## config.mk

```make
export PLATFORM = sky130hd
export DESIGN_NAME = decode_stage
export DESIGN_NICKNAME = d
export VERILOG_FILES = /design/src/rtl/decode_stage.sv
export SDC_FILE = /design/constraint.sdc
export NUM_CORES = 1
export LEC_CHECK = 0
export CAP_MARGIN = 20
export CORE_MARGIN = 2
export CORE_UTILIZATION = 40
export CTS_CLUSTER_SIZE = 8
export DETAILED_ROUTE_END_ITERATION = 10
export PLACE_DENSITY = 0.81
export SLEW_MARGIN = 0
export SYNTH_ARGS = -nofsm -noshare
export SYNTH_HDL_FRONTEND = slang
export SYNTH_SLANG_ARGS = --single-unit
```

## constraint.sdc

```tcl
create_clock -name clk -period 2.4 [get_ports clk]
set_clock_uncertainty 0.2 [all_clocks]
set_input_delay 0.24 -clock clk [delete_from_list [all_inputs] [get_ports clk]]
set_output_delay 0.24 -clock clk [all_outputs]
set_load 0.01 [all_outputs]
```

## src/rtl/decode_stage.sv

```systemverilog
// rtl/decode_stage.sv - RV32 decode stage (OP/OP-IMM/LUI), one-entry output register; illegal checks under DECODE_ILLEGAL_CHECK_EN
module decode_stage #(
    parameter int XLEN         = 32,
    parameter bit NOP_ON_RESET = 1'b1
) (
    input  logic            clk,
    input  logic            rst_n,
    input  logic            flush,
    input  logic            instr_valid,
    output logic            instr_ready,
    input  logic [31:0]     instr,
    output logic            dec_valid,
    input  logic            dec_ready,
    output logic [4:0]      rs1_addr,
    output logic [4:0]      rs2_addr,
    output logic [4:0]      rd_addr,
    output logic [2:0]      funct3,
    output logic [6:0]      funct7,
    output logic            src_sel,
    output logic [XLEN-1:0] immediate,
    output logic            alu_en,
    output logic            reg_we,
    output logic            dec_illegal
);

    localparam logic [6:0] OPC_OP     = 7'b0110011;
    localparam logic [6:0] OPC_OP_IMM = 7'b0010011;
    localparam logic [6:0] OPC_LUI    = 7'b0110111;
    localparam logic [6:0] F7_ALT     = 7'b0100000;
    localparam logic [2:0] F3_ADD_SUB = 3'b000;
    localparam logic [2:0] F3_SLL     = 3'b001;
    localparam logic [2:0] F3_SRL_SRA = 3'b101;

    // ADDI x0,x0,0 has every decoded field zero, so both reset flavours leave the outputs at 0.
    localparam logic [31:0] RST_WORD = NOP_ON_RESET ? 32'h0000_0013 : 32'h0000_0000;

    logic [4:0]      r_rs1, r_rs2, r_rd;
    logic [2:0]      r_f3;
    logic [6:0]      r_f7;
    logic            r_src, r_alu_en, r_reg_we, r_illegal, r_valid;
    logic [XLEN-1:0] r_imm;

    logic [6:0]      w_opcode, w_f7_raw, w_f7;
    logic [2:0]      w_f3;
    logic [4:0]      w_rs1, w_rs2, w_rd;
    logic            w_src, w_supported, w_illegal, w_alu_en, w_reg_we, w_accept;
    logic [XLEN-1:0] w_imm;
`ifdef DECODE_ILLEGAL_CHECK_EN
    logic            w_f7_ok;
`endif

    assign w_opcode = instr[6:0];
    assign w_f7_raw = instr[31:25];

    always_comb begin
        w_rs1       = instr[19:15];
        w_rs2       = 5'd0;
        w_rd        = instr[11:7];
        w_f3        = instr[14:12];
        w_f7        = 7'd0;
        w_src       = 1'b0;
        w_imm       = '0;
        w_supported = 1'b0;
`ifdef DECODE_ILLEGAL_CHECK_EN
        w_f7_ok     = 1'b1;
`endif
        case (w_opcode)
            OPC_OP: begin
                w_supported = 1'b1;
                w_rs2       = instr[24:20];
                w_src       = 1'b1;
                w_f7        = w_f7_raw;
`ifdef DECODE_ILLEGAL_CHECK_EN
                w_f7_ok = (w_f7_raw == 7'd0) ||
                          ((w_f7_raw == F7_ALT) &&
                           ((instr[14:12] == F3_ADD_SUB) || (instr[14:12] == F3_SRL_SRA)));
`endif
            end
            OPC_OP_IMM: begin
                w_supported = 1'b1;
                w_imm       = {{20{instr[31]}}, instr[31:20]};
                if ((instr[14:12] == F3_SLL) || (instr[14:12] == F3_SRL_SRA)) begin
                    w_f7  = w_f7_raw;
                    w_imm = {27'd0, instr[24:20]};
`ifdef DECODE_ILLEGAL_CHECK_EN
                    w_f7_ok = (w_f7_raw == 7'd0) ||
                              ((w_f7_raw == F7_ALT) && (instr[14:12] == F3_SRL_SRA));
`endif
                end
            end
            OPC_LUI: begin
                w_supported = 1'b1;
                w_f3        = 3'd0;
                w_rs1       = 5'd0;
                w_imm       = {instr[31:12], 12'd0};
            end
            default: ;
        endcase
    end

    // Low opcode bits other than 2'b11 never match a supported opcode, so they fall out as unsupported.
`ifdef DECODE_ILLEGAL_CHECK_EN
    assign w_illegal = !w_supported || !w_f7_ok;
`else
    assign w_illegal = 1'b0;
`endif
    assign w_alu_en = w_supported && !w_illegal;
    assign w_reg_we = w_alu_en && (w_rd != 5'd0);

    assign instr_ready = !r_valid || dec_ready;
    assign w_accept    = instr_valid && instr_ready && !flush;

    always_ff @(posedge clk) begin
        if (!rst_n) begin
            r_valid   <= 1'b0;
            r_rs1     <= RST_WORD[19:15];
            r_rs2     <= 5'd0;
            r_rd      <= RST_WORD[11:7];
            r_f3      <= RST_WORD[14:12];
            r_f7      <= 7'd0;
            r_src     <= 1'b0;
            r_imm     <= {{(XLEN-12){RST_WORD[31]}}, RST_WORD[31:20]};
            r_alu_en  <= 1'b0;
            r_reg_we  <= 1'b0;
            r_illegal <= 1'b0;
        end else if (flush) begin
            r_valid <= 1'b0;
        end else if (w_accept) begin
            r_valid   <= 1'b1;
            r_rs1     <= w_rs1;
            r_rs2     <= w_rs2;
            r_rd      <= w_rd;
            r_f3      <= w_f3;
            r_f7      <= w_f7;
            r_src     <= w_src;
            r_imm     <= w_imm;
            r_alu_en  <= w_alu_en;
            r_reg_we  <= w_reg_we;
            r_illegal <= w_illegal;
        end else if (dec_ready) begin
            r_valid <= 1'b0;
        end
    end

    assign dec_valid   = r_valid;
    assign rs1_addr    = r_rs1;
    assign rs2_addr    = r_rs2;
    assign rd_addr     = r_rd;
    assign funct3      = r_f3;
    assign funct7      = r_f7;
    assign src_sel     = r_src;
    assign immediate   = r_imm;
    assign alu_en      = r_alu_en;
    assign reg_we      = r_reg_we;
    assign dec_illegal = r_illegal;

endmodule

```

### Word-level counts from Yosys, hierarchy flattened

Cells that the tools add are included.

* input bits: 37
* word-level logic and storage cells: 40
* output and inout port bits: 63
* bits in registers: 61

* reductions and logical operators: 12
* bitwise operators: 2
* equality and inequality tests: 5
* muxes and demuxes: 11

Operators with widths (count)
* $pmux 32 s2: 1
* $mux 32: 1
* $eq 7x6->1 const B: 2
* $pmux 7 s2: 1
* $mux 5: 2
* $eq 7x5->1 const B: 1
* $mux 7: 1
* $reduce_bool 5->1: 1
* $mux 1: 4
* $eq 3x1->1 const B: 1
* $eq 3x3->1 const B: 1
* $logic_and 1x1->1: 3
* $mux 3: 1
* $reduce_or 3->1: 1
* $logic_not 1->1: 2
* $logic_or 1x1->1: 2
* $not 1->1: 2
* $reduce_and 2->1: 1
* $reduce_bool 2->1: 1
* $reduce_or 2->1: 1

### Logic depth before layout (Yosys ltp)

Gate-level depths: netlist of the first run.

* depth in word-level cells: 5
* gate-level depth with buffers: 8

### Worst setup path after synthesis of the first run

OpenSTA, ideal clock, no wires.

* kind: register to register
* start point: reg r_valid, in the netlist dec_valid
* end point: reg r_alu_en, in the netlist alu_en
* setup time: 0.119 ns
* setup slack: 0.831 ns
* buffers on the path: 3
* clock period less this slack: 1.569 ns
* arrival time: 1.250 ns
* cell stages (with the launch flop): 8
* cell sequence: dfxtp_1 > nor2b_1 > buf_2 > nor2_1 > buf_4 > buf_4 > o21ai_0 > a21oi_1

* word-level cells in the longest chain between the ends: 5

RTL lines
* start: declaration: line 40 `logic r_src, r_alu_en, r_reg_we, r_illegal, r_valid;`
* start signal: assignment: line 115 `r_valid <= 1'b0;`
* start signal: assignment: line 127 `r_valid <= 1'b0;`
* start signal: assignment: line 129 `r_valid <= 1'b1;`
* $logic_not 1->1: line 110 `assign instr_ready = !r_valid || dec_ready;`
* $logic_or 1x1->1: line 110
* $logic_and 1x1->1 (2 in a row): line 111 `assign w_accept = instr_valid && instr_ready && !flush;`
* $reduce_and 2->1 (no line)
* end signal: assignment: line 137 `r_alu_en <= w_alu_en;`
* end: declaration: line 40

Every way passes these cells.
A chain may end at the register's enable or synchronous reset.

### Worst setup path after layout of the first run

* start point: reg r_valid, in the netlist dec_valid
* end point: out instr_ready

* word-level cells in the longest chain between the ends: 2

RTL lines
* $logic_not 1->1: line 110
* $logic_or 1x1->1: line 110
* end: declaration: line 10 `output logic instr_ready,`

Every way passes these cells.

==> results of run 1 <==
where the power goes:
part	internal [mW]	total, mW	leakage [nW]	switching, mW
clock network	0.389	0.782	0.0877	0.393
registers	1.03	1.03	0.493	0.00697
logic	0.101	0.204	0.765	0.103
area by class of cell:
cell class | instances | area, µm²
clock buffer | 10 | 138
clock inverter | 5 | 27.5
fill | 508 | 2310
inverter | 4 | 15.0
multi-input combinational | 179 | 1020
sequential | 61 | 1220
tap | 75 | 93.8
timing repair buffer | 109 | 1060
how the worst max path moves through the flow:
stage	from	to	slack, ns	cells past startpoint
CTS	dec_valid	instr_ready	0.40	4
global placement	instr_valid	immediate[22]	0.31	6
finish	dec_valid	instr_ready	0.43	4
detailed placement	instr_valid	immediate[12]	0.25	6
global route	dec_valid	instr_ready	0.34	4
floorplan	dec_valid	alu_en	0.83	7
Yosys cell counts:
cell,n
and2b_1,1
a32oi_1,6
a21oi_1,26
nor3_2,1
nand3_1,53
buf_4,4
o21ai_0,3
nand2_1,43
dfxtp_1,61
clkbuf_1,9
a31o_1,1
and2_1,1
buf_2,10
nor3_1,7
nand3b_4,1
nand4_1,6
and2_0,1
nand4b_1,5
nor2_1,3
buf_6,6
nand2b_4,1
inv_2,1
a32o_1,12
nor4_1,1
or4_1,2
nor2b_1,1
or2_1,1
inv_1,3
and3_1,1
conb_1,1
nor4_4,1
cell families (layout without fill, tap and decap cells):
logic type / after synthesis / after routing / share of synthesized area (%)
other: 1 / 1 / 0.154
AO/OA/AOI/OAI: 48 / 48 / 13.5
buffers and inverters: 33 / 128 / 8.09
flip-flops: 61 / 61 / 50.3
AND/OR/NAND/NOR: 130 / 130 / 28.0
state kept, by name, summed over array words and instances (netlist names):
| register | flops |
|---|---|
| src_sel | 1 |
| dec_valid | 1 |
| rs1_addr | 5 |
| immediate | 32 |
| alu_en | 1 |
| rs2_addr | 5 |
| reg_we | 1 |
| funct3 | 3 |
| funct7 | 7 |
| rd_addr | 5 |
metal layers:
layer  global-route usage, %  routed length (µm)  up-vias
met1                    27.0                2850     1134
met3                    6.15                 514       16
li1                        -                   -     1152
met5                       0                   0        -
met4                    11.3                 200        0
met2                    31.1                3270       99
metrics by stage:
step	power, mW	worst slack, ns	instance area [µm²]
after floorplan	1.15	0.831	2430
after detailed placement	1.26	0.254	3410
after CTS	2.04	0.401	3580
after global placement	1.25	0.315	3410
final	2.02	0.426	3580
after global routing	2.10	0.336	3580
worst register-to-register path, cell delays in order, from the launching register on:
cell and delay (ns):
dfxtp_1 0.31, nor2b_1 0.13, or2_2 0.46, buf_4 0.28, nand3_1 0.11, nand3_1 0.08
==> results.md, run 1 <==
- Outcome: complete, no violations
- Die area: 6710 µm²
- Placed cells: 428
- Leakage power: 1.35 nW
- Post-DP HPWL: 4910 µm
- Clock Sinks: 61
- Instance count of the mapped netlist: 273
- Wire per inst: 15.4 µm
- Setup violations, final: 0
- Vias in the first global route: 2165
- Final period util: 82.3%
- Clk_lat worst skew: 0.34 ns
- Hold Path End: funct3[2]
- Commonest cells after routing, fill and taps aside: clkdlybuf4s50_1, dfxtp_1, nand3_1
- Setup Buffers After CTS: 0
- Count of cell types in the netlist: 31
- CP top delay family: buffers and inverters
- IO Count: 100
- CTS clk-pin slew, worst paths: 0.07 ns
- Synth Cell Area: 2430 µm²
- Share of the synthesized area in the top cell type: 50.3%
- Initial antenna violation count: 0
- Area leader, netlist: dfxtp_1
- Largest net degree at the start of global routing: 33
- Yosys warns: 0
- Die extent in y: 81.9 µm
- RSZ-0062 raised after global routing: false
- Initial drt markers: 256
- Power per cell area: 564 nW/µm²
- Routed vias: 2401
- Sequential area share after synthesis: 50.3%
- Share of post-route cells with drive strength above 1: 9.24%
- Drt total wl: 6840 µm
- Routed Antenna Nets: 0
- First-pass GRT wire length: 10500 µm
- Inserted Diodes: 0
- Gr ovfl total: 0
- Yosys reg bits: 61
- Core area: 5890 µm²
- Reg2reg end: immediate[12]
- # resized after CTS: 0
- Syn nets: 310
- Fin. Hold Viols: 0
- Syn avg cell area: 8.89 µm²
- Drt first pass iters: 4
- Crit start category: register
- Worst reg-to-reg path cell count: 5
- HP Class: reg2reg
- # DRC: 0
- CTS Buf Count: 9
- Worst r2r src: dec_valid
- GR Util All Layers: 20.9%
- Hold-fix buffers, CTS: 0
- Starting Density: 41.2%
- Data required, critical path: 1.96 ns
- CP Cell Sequence: nor2b_1 -> buf_4 -> inv_1 -> clkdlybuf4s50_1
- Worst VDD drop: 0.311 mV
- Critical path's largest stage delay: 0.47 ns
- Buf/Inv on CP: 3
- Placer Congestion: 0.784
- Tmin final: 1.97 ns
- # port buffers: 98
- Hold path cells: 2
- HP Start: funct3[2]
- Ranking of synthesized cells by area: dfxtp_1, nand3_1, nand2_1, a21oi_1, a32o_1
- CP endpoint kind: output port
- Worst path arrival time: 1.53 ns
- Fmax achieved: 0.506 GHz
- Area Growth Syn to Fin: 47.4%
- Most common cell after layout, fill and taps aside: clkdlybuf4s50_1
- Crit Path Max Fanout: 10
- Via density: 5.42
- Post-route insts no fill: 443
- Max Slew Vio Count: 0
- Rows: 28
- CTS tree: yes
- Worst Hold Slack: 0.250 ns
- Die X: 81.9 µm
- R2R Setup Slk: 0.70 ns
- Critical path type: reg2out
- Fin util: 60.8%
- TNS Setup: 0 ns
- Slowest cell on crit path: clkdlybuf4s50_1
- Maximum clock insertion buffer count: 2
- H-tree depth: 3
- Max-cap violations: 0
- Net count, final: 401
- Clk root buf: clkbuf_8
Power figures use the tool's default switching activity.
==> inputs of run 2 (changes only) <==
==> constraint.sdc (replaced) <==
create_clock -name clk -period 1.9 [get_ports clk]
set_clock_uncertainty 0.2 [all_clocks]
set_input_delay 0.19 -clock clk [delete_from_list [all_inputs] [get_ports clk]]
set_output_delay 0.19 -clock clk [all_outputs]
set_load 0.01 [all_outputs]
==> results.md, run 2 (synthesis results as in run 1) <==
- Routed Antenna Nets: 0
- Crit start category: register
- Wire per inst: 15.4 µm
- CTS clk-pin slew, worst paths: 0.07 ns
- Die X: 81.9 µm
- Commonest cells after routing, fill and taps aside: clkdlybuf4s50_1, dfxtp_1, nand3_1
- RSZ-0062 raised after global routing: false
- Most common cell after layout, fill and taps aside: clkdlybuf4s50_1
- Design area: 3720 µm²
- Power per cell area: 723 nW/µm²
- Worst path arrival time: 1.34 ns
- R2R Setup Slk: 0.27 ns
- Net count, final: 412
- # port buffers: 98
- Fin. Hold Viols: 0
- GR Util All Layers: 20.9%
- Tmin final: 1.73 ns
- TNS Setup: 0 ns
- Fmax achieved: 0.579 GHz
- IO Count: 100
- Drt total wl: 6990 µm
- Share of post-route cells with drive strength above 1: 12.1%
- H-tree depth: 3
- Core area: 5890 µm²
- Setup Buffers After CTS: 0
- Multi-input gate area: 1020 µm²
- Initial antenna violation count: 0
- Die extent in y: 81.9 µm
- First-pass GRT wire length: 10600 µm
- Largest net degree at the start of global routing: 42
- HP Class: in2reg
- Leakage power: 1.42 nW
- Via density: 5.50
- Max reg flops: 32
- Initial drt markers: 177
- Drt first pass iters: 5
- Placer Congestion: 0.806
- Final period util: 91.0%
- Seq. cell area: 1220 µm²
- Rows: 28
- Setup violations, final: 0
- Starting Density: 41.2%
- Fin util: 63.3%
- Vias in the first global route: 2214
- Clk_lat worst skew: 0.32 ns
- # DRC: 0
- Data required, critical path: 1.51 ns
- Routed vias: 2501
- Inserted Diodes: 0
- Maximum clock insertion buffer count: 2
- Critical path's largest stage delay: 0.33 ns
- CTS Buf Count: 9
- Clock Sinks: 61
- Critical path type: reg2out
- Max Slew Vio Count: 0
- Gr ovfl total: 0
- Die area: 6710 µm²
- Placed cell areas: 3530 µm²
- Worst VDD drop: 0.352 mV
- CTS tree: yes
- CP Cell Sequence: nor2b_2 -> buf_4 -> inv_1 -> dlygate4sd2_1
- Area Growth Syn to Fin: 53.5%
- Outcome: complete, no violations
- Fill cells: 517
- Max-cap violations: 0
- Crit Path Max Fanout: 7
- Slowest cell on crit path: dfxtp_1
- Clk root buf: clkbuf_8
- CP endpoint kind: output port
- Post-DP HPWL: 5080 µm
==> run 2: worst paths after layout <==
path         depth (start not counted)             to   startpoint
max                                  4    instr_ready    dec_valid
min                                  3     rd_addr[4]    instr[11]
max reg2reg                          5  immediate[25]    dec_valid
min reg2reg                          2    rs2_addr[3]  rs2_addr[3]
==> run 2: worst max-delay path: cells and delay by family, from the launching register on <==
family	cells	cell delay, ns
buffers and inverters	3	0.49
DFF	1	0.33
and+or+nand+nor	1	0.19
==> run 2: stage by stage <==
step / hold slack (ns) / setup slack, ns / instances / total power [mW]
finish: 0.228 / 0.172 / 455 / 2.69
global placement: 0.242 / -0.0836 / 439 / 1.61
floorplan: 0.0693 / 0.331 / 273 / 1.45
detailed placement: 0.246 / -0.141 / 439 / 1.61
global route: 0.225 / 0.0924 / 455 / 2.80
CTS: 0.219 / 0.174 / 455 / 2.71
==> run 2: power breakdown <==
part	total, mW	leakage [nW]	switching, mW	internal, mW
registers	1.30	0.493	0.00884	1.29
logic	0.283	0.831	0.136	0.147
clock network	1.11	0.0923	0.505	0.603
==> run 2: layer usage <==
layer	wire (µm)	share of wire, %	vias up	global-route usage [%]
met2	3410	49	116	32.7
met3	507	7.3	25	5.27
li1	-	-	1182	-
met4	245	3.5	0	13.5
met5	0	0	-	0
met1	2820	40	1178	25.4
==> run 2: what timing repair did <==
item                       4_1_cts  5_1_grt
setup endpoints to repair        1        0
gates resized for setup          2        0
hold buffers                     0        0
==> run 2: final cells by class <==
cell class | count | share of cell area, %
clock buffer | 10 | 3.43
sequential | 61 | 32.8
inverter | 4 | 0.403
tap | 75 | 2.52
timing repair buffer | 120 | 31.7
clock inverter | 6 | 1.71
multi-input combinational | 179 | 27.4
